<file path="config.mk">
export PLATFORM = sky130hd
export DESIGN_NAME = frog_hop_ctrl
export DESIGN_NICKNAME = d
export VERILOG_FILES = /design/src/rtl/frog_hop_ctrl.sv
export SDC_FILE = /design/constraint.sdc
export NUM_CORES = 1
export LEC_CHECK = 0
export ABC_AREA = 1
export CAP_MARGIN = 20
export CELL_PAD_IN_SITES_DETAIL_PLACEMENT = 1
export CELL_PAD_IN_SITES_GLOBAL_PLACEMENT = 1
export CORE_MARGIN = 3
export CORE_UTILIZATION = 37
export DETAILED_ROUTE_END_ITERATION = 10
export GPL_ROUTABILITY_DRIVEN = 1
export PLACE_DENSITY_LB_ADDON = 0.1
export SLEW_MARGIN = 20
export SYNTH_ARGS = -nofsm -noshare
export SYNTH_HDL_FRONTEND = slang
export SYNTH_SLANG_ARGS = --single-unit
</file>
<file path="constraint.sdc">
create_clock -name CLK -period 1.7 [get_ports CLK]
set_input_delay 0.255 -clock CLK [delete_from_list [all_inputs] [get_ports CLK]]
set_output_delay 0.255 -clock CLK [all_outputs]
set_load 0.1 [all_outputs]
</file>
<file path="src/rtl/frog_hop_ctrl.sv">
// Frog hop sequencer: turns key levels into fixed-length hops and handles
// death/respawn, goal scoring, lives and game-over bookkeeping.
module frog_hop_ctrl #(
  parameter int HOP_TICKS      = 10,
  parameter int COOLDOWN_TICKS = 4,
  parameter int DEATH_TICKS    = 30,
  parameter int LIVES          = 3,
  parameter int SCORE_W        = 8
) (
  input  logic               CLK,
  input  logic               RESETn,
  input  logic               timer_done,
  input  logic               restart,
  input  logic               key_up,
  input  logic               key_down,
  input  logic               key_left,
  input  logic               key_right,
  input  logic               collision,
  input  logic               reached_goal,
  output logic               up,
  output logic               down,
  output logic               left,
  output logic               right,
  output logic               reset_position,
  output logic               hop_active,
  output logic [2:0]         lives,
  output logic [SCORE_W-1:0] score,
  output logic               game_over
);

  localparam int MAX_TICKS = (HOP_TICKS > COOLDOWN_TICKS) ?
                             ((HOP_TICKS > DEATH_TICKS) ? HOP_TICKS : DEATH_TICKS) :
                             ((COOLDOWN_TICKS > DEATH_TICKS) ? COOLDOWN_TICKS : DEATH_TICKS);
  localparam int CNT_W = $clog2(MAX_TICKS + 1);

  typedef enum logic [2:0] {
    S_IDLE      = 3'd0,
    S_HOP       = 3'd1,
    S_COOLDOWN  = 3'd2,
    S_DYING     = 3'd3,
    S_RESPAWN   = 3'd4,
    S_GAME_OVER = 3'd5
  } state_t;

  typedef enum logic [1:0] {
    DIR_UP    = 2'd0,
    DIR_DOWN  = 2'd1,
    DIR_LEFT  = 2'd2,
    DIR_RIGHT = 2'd3
  } dir_t;

  state_t             state_q, state_d;
  dir_t               dir_q, dir_d;
  logic [CNT_W-1:0]   tick_cnt_q, tick_cnt_d;
  logic [2:0]         lives_q, lives_d;
  logic [SCORE_W-1:0] score_q, score_d;
  logic               any_key_s;
  logic [SCORE_W-1:0] score_inc_s;

  assign any_key_s   = key_up | key_down | key_left | key_right;
  assign score_inc_s = (score_q == {SCORE_W{1'b1}}) ? score_q : (score_q + {{(SCORE_W-1){1'b0}}, 1'b1});

  // State, counter, direction and bookkeeping registers.
  always_ff @(posedge CLK or negedge RESETn) begin
    if (!RESETn) begin
      state_q    <= S_IDLE;
      dir_q      <= DIR_UP;
      tick_cnt_q <= '0;
      lives_q    <= 3'(LIVES);
      score_q    <= '0;
    end else begin
      state_q    <= state_d;
      dir_q      <= dir_d;
      tick_cnt_q <= tick_cnt_d;
      lives_q    <= lives_d;
      score_q    <= score_d;
    end
  end

  // Next-state logic; lives drop on the way into a death respawn so RESPAWN
  // already shows the new count and can decide between IDLE and GAME_OVER.
  always_comb begin
    state_d    = state_q;
    dir_d      = dir_q;
    tick_cnt_d = tick_cnt_q;
    lives_d    = lives_q;
    score_d    = score_q;
    if (restart) begin
      state_d    = S_RESPAWN;
      tick_cnt_d = '0;
      lives_d    = 3'(LIVES);
      score_d    = '0;
    end else begin
      case (state_q)
        S_IDLE: begin
          if (collision) begin
            state_d    = S_DYING;
            tick_cnt_d = '0;
          end else if (reached_goal) begin
            state_d = S_RESPAWN;
            score_d = score_inc_s;
          end else if (any_key_s) begin
            state_d    = S_HOP;
            tick_cnt_d = '0;
            if (key_up) begin
              dir_d = DIR_UP;
            end else if (key_down) begin
              dir_d = DIR_DOWN;
            end else if (key_left) begin
              dir_d = DIR_LEFT;
            end else begin
              dir_d = DIR_RIGHT;
            end
          end else begin
            state_d = S_IDLE;
          end
        end
        S_HOP: begin
          if (collision) begin
            state_d    = S_DYING;
            tick_cnt_d = '0;
          end else if (timer_done) begin
            if (tick_cnt_q == CNT_W'(HOP_TICKS - 1)) begin
              state_d    = S_COOLDOWN;
              tick_cnt_d = '0;
            end else begin
              tick_cnt_d = tick_cnt_q + {{(CNT_W-1){1'b0}}, 1'b1};
            end
          end else begin
            state_d = S_HOP;
          end
        end
        S_COOLDOWN: begin
          if (collision) begin
            state_d    = S_DYING;
            tick_cnt_d = '0;
          end else if (reached_goal) begin
            state_d    = S_RESPAWN;
            tick_cnt_d = '0;
            score_d    = score_inc_s;
          end else if (timer_done) begin
            if (tick_cnt_q == CNT_W'(COOLDOWN_TICKS - 1)) begin
              state_d    = S_IDLE;
              tick_cnt_d = '0;
            end else begin
              tick_cnt_d = tick_cnt_q + {{(CNT_W-1){1'b0}}, 1'b1};
            end
          end else begin
            state_d = S_COOLDOWN;
          end
        end
        S_DYING: begin
          if (timer_done) begin
            if (tick_cnt_q == CNT_W'(DEATH_TICKS - 1)) begin
              state_d    = S_RESPAWN;
              tick_cnt_d = '0;
              lives_d    = (lives_q == 3'd0) ? 3'd0 : (lives_q - 3'd1);
            end else begin
              tick_cnt_d = tick_cnt_q + {{(CNT_W-1){1'b0}}, 1'b1};
            end
          end else begin
            state_d = S_DYING;
          end
        end
        S_RESPAWN: begin
          if (lives_q == 3'd0) begin
            state_d = S_GAME_OVER;
          end else begin
            state_d = S_IDLE;
          end
        end
        S_GAME_OVER: begin
          state_d = S_GAME_OVER;
        end
        default: begin
          state_d    = S_IDLE;
          tick_cnt_d = '0;
        end
      endcase
    end
  end

  // Direction outputs are combinational so the motion block steps on the
  // same timer_done that advances tick_cnt.
  always_comb begin
    up    = 1'b0;
    down  = 1'b0;
    left  = 1'b0;
    right = 1'b0;
    if (state_q == S_HOP) begin
      case (dir_q)
        DIR_UP:    up    = 1'b1;
        DIR_DOWN:  down  = 1'b1;
        DIR_LEFT:  left  = 1'b1;
        DIR_RIGHT: right = 1'b1;
        default:   up    = 1'b0;
      endcase
    end else begin
      up = 1'b0;
    end
  end

  assign reset_position = (state_q == S_RESPAWN);
  assign hop_active     = (state_q == S_HOP);
  assign game_over      = (state_q == S_GAME_OVER);
  assign lives          = lives_q;
  assign score          = score_q;

endmodule

</file>
==> flow_metrics.py <==
metrics = {
    "outcome": {
        "status": "completed",
    },
    "cells_and_area": {
        "n_antenna_cell": 0,
        "area_growth_pct": 44.1,
        "final_core_util_pct": 58.0,
        "num-fill-cells": 460,
        "multi_input_area_um2": 888,
        "fin_cells": 303,
        "layout_commonest_cell": "nand2_1",
        "stdcell_area_mm2": 0.00222,
        "drive_gt1_share_pct": 31.0,
        "fin_nets": 269,
        "final_cell_mix": "52 x nand2_1, 28 x inv_1, 22 x nand3_1",
        "seqCellArea_um2": 539,
    },
    "clock_network": {
        "numCtsBuffers": 3,
        "cts-root-buf": "clkbuf_8",
        "h-tree-depth": 1,
        "cts_sinks": 21,
        "clock_latency_ns": 0.27,
        "cts_tree": "done",
        "cts_buffer_depth": 2,
        "hold_buffers": 0,
        "clk_pin_slew_ns": 0.08,
    },
    "logic_synthesis": {
        "syn-cell-area_mm2": 0.00154,
        "syn_area_per_cell_um2": 7.10,
        "synth_cells": 217,
        "ys.warnings.count": 0,
        "yosysTopAreaCell": "dfrtp_1",
        "synth.top_cell.area_share_pct": 30.9,
        "ys_seq_elements": 21,
        "yosysUniqueCellTypes": 28,
        "synth_area_leaders": "dfrtp_1 31%, nand2_1 13%, nand3_1 7.1%",
        "ys_seq_area_share_pct": 34.3,
        "syn_nets": 230,
    },
    "drt": {
        "routed_wl_um": 4410,
        "via_per_inst": 5.14,
        "drt_first_pass_iters": 6,
        "via_count": 1558,
        "routedWlPerCell_um": 14.5,
        "final_antenna_net_count": 0,
        "drtIter0Drc": 47,
        "drc_errors": 0,
    },
    "critical_path": {
        "reg2reg_from": "state_q[1]",
        "critPathBufInv": 2,
        "start_kind": "flop",
        "crit_cells": 3,
        "critPathArrivalTime_ns": 1.34,
        "critPathTopFamily": "flip-flops",
        "cp-end-kind": "output port",
        "max_stage_delay_ns": 0.47,
        "path_class": "flop to output port",
        "r2r_cells": 9,
        "crit_start": "dir_q[1]",
        "crit_path_cell_trace": "inv_1 > nor3_4 > buf_12",
        "crit_required_ns": 1.44,
        "crit_slowest_cell": "dfrtp_1",
        "cp_max_fo": 3,
    },
    "die": {
        "die_area_mm2": 0.00497,
        "row_count": 22,
        "die_h_um": 70.5,
        "ios": 28,
        "core_area_mm2": 0.00383,
        "start_util_pct": 40.3,
        "die_w_um": 70.5,
    },
    "timing": {
        "hold_slack_ns": 0.338,
        "min_period_over_period_pct": 93.8,
        "relSlewSlack_pct": 79.1,
        "worst_pin_slew_ns": 0.312,
        "fin_skew_ns": 0.00190,
        "setup_ws_ns": 0.105,
        "final-setup-viol-count": 0,
        "slew_violations": 0,
        "max_clock_freq_mhz": 627,
        "hold_viol": 0,
        "setup_tns_ns": 0,
        "rsz0062_at_grt": "no",
        "period_needed_ns": 1.59,
    },
    "global_routing": {
        "grt_usage_pct": 19.2,
        "grt_overflow": 0,
        "grt_max_degree": 22,
        "grt_pass1_wl_um": 7780,
        "first_global_vias": 1690,
        "antenna_found_initial": 0,
    },
    "pwr": {
        "peakVddDrop_mv": 0.595,
        "powerDensity_mw_per_mm2": 644,
        "p_total_mw": 1.43,
        "p_leak_nw": 0.996,
    },
    "worst_hold_path": {
        "hp-class": "input pin to asynchronous set/reset pin",
    },
    "placed_design": {
        "place_area_mm2": 0.00209,
        "place_inst": 292,
        "dpl.hpwl_um": 3250,
        "place_ws_ns": 0.0647,
        "io_buffers": 27,
        "gp_congestion": 0.808,
    },
    "job": {
        "drv_cap": 0,
    },
}
## cell families (layout without fill, tap and decap cells)
family	count (synthesis)	in the layout	synth area share [%]
compound gates	23	23	7.96
xor+xnor	2	2	1.14
fa+ha+maj	3	3	2.44
buf+inv	39	77	11.3
flops	21	21	34.3
simple gates	129	129	42.9
## layer usage
layer / routed length [µm] / global-route usage (%) / up-vias
met5: 0 / 0 / -
met4: 37 / 4.47 / 0
met3: 167 / 4.89 / 7
met2: 2270 / 33.1 / 25
met1: 1930 / 24.0 / 755
li1: - / - / 771
## worst reg2reg max path, cell delays in order (launching register included)
cell     delay (ns)
dfrtp_2        0.44
inv_4          0.09
nand3_4        0.15
buf_4          0.18
buf_4          0.13
nor2_2         0.08
nand3_2        0.10
nand3_4        0.13
nand2_1        0.06
o21ai_1        0.07
## flip-flops by register name, summed over array words and instances (netlist names)
name        count
dir_q           2
score           8
state_q         3
lives           3
tick_cnt_q      5
## repair_timing
item,in CTS,in global routing
setup endpoints to repair,4,1
setup buffers,5,2
pin swaps,2,1
resized for setup,8,0
## final timing paths
kind | end | slack [ns]
min in group CLK | lives[1] | 0.54
hold / removal | state_q[2] | 0.34
setup / recovery | left | 0.11
max in group asynchronous | lives[1] | 1.08
setup reg to reg | state_q[1] | 0.20
hold reg to reg | lives[1] | 0.54
## synth_stat cells
cell type  instances
nor3_2             1
nand2_2            2
buf_6              2
dfstp_2            2
nor2_1            20
nand3_4            2
buf_2              1
inv_1             28
nor2_4             1
dfrtp_1           19
nor2_2             7
nor3_1             8
o21ai_0           10
inv_4              3
nor3b_1            1
ha_1               3
nand3_2            6
clkbuf_4           1
inv_2              4
nand2_4            2
nand4_1            4
o21ai_1            4
nand2_1           52
xor2_1             2
nand3_1           22
a21oi_2            2
nand4_2            1
a21oi_1            7
## layout make-up
cell class	instances	area share [%]
Tap cell	48	2.71
Timing Repair Buffer	38	24.6
Multi-Input combinational cell	157	40.0
Inverter	35	6.37
Clock buffer	4	2.03
Sequential cell	21	24.3
## power breakdown
part           switching (mW)  internal [mW]  total [mW]
sequential             0.0522          0.529       0.581
combinational           0.328          0.176       0.504
clock                   0.176          0.167       0.343
total                   0.556          0.873        1.43
Note: power is estimated with default switching activity, not from simulation.
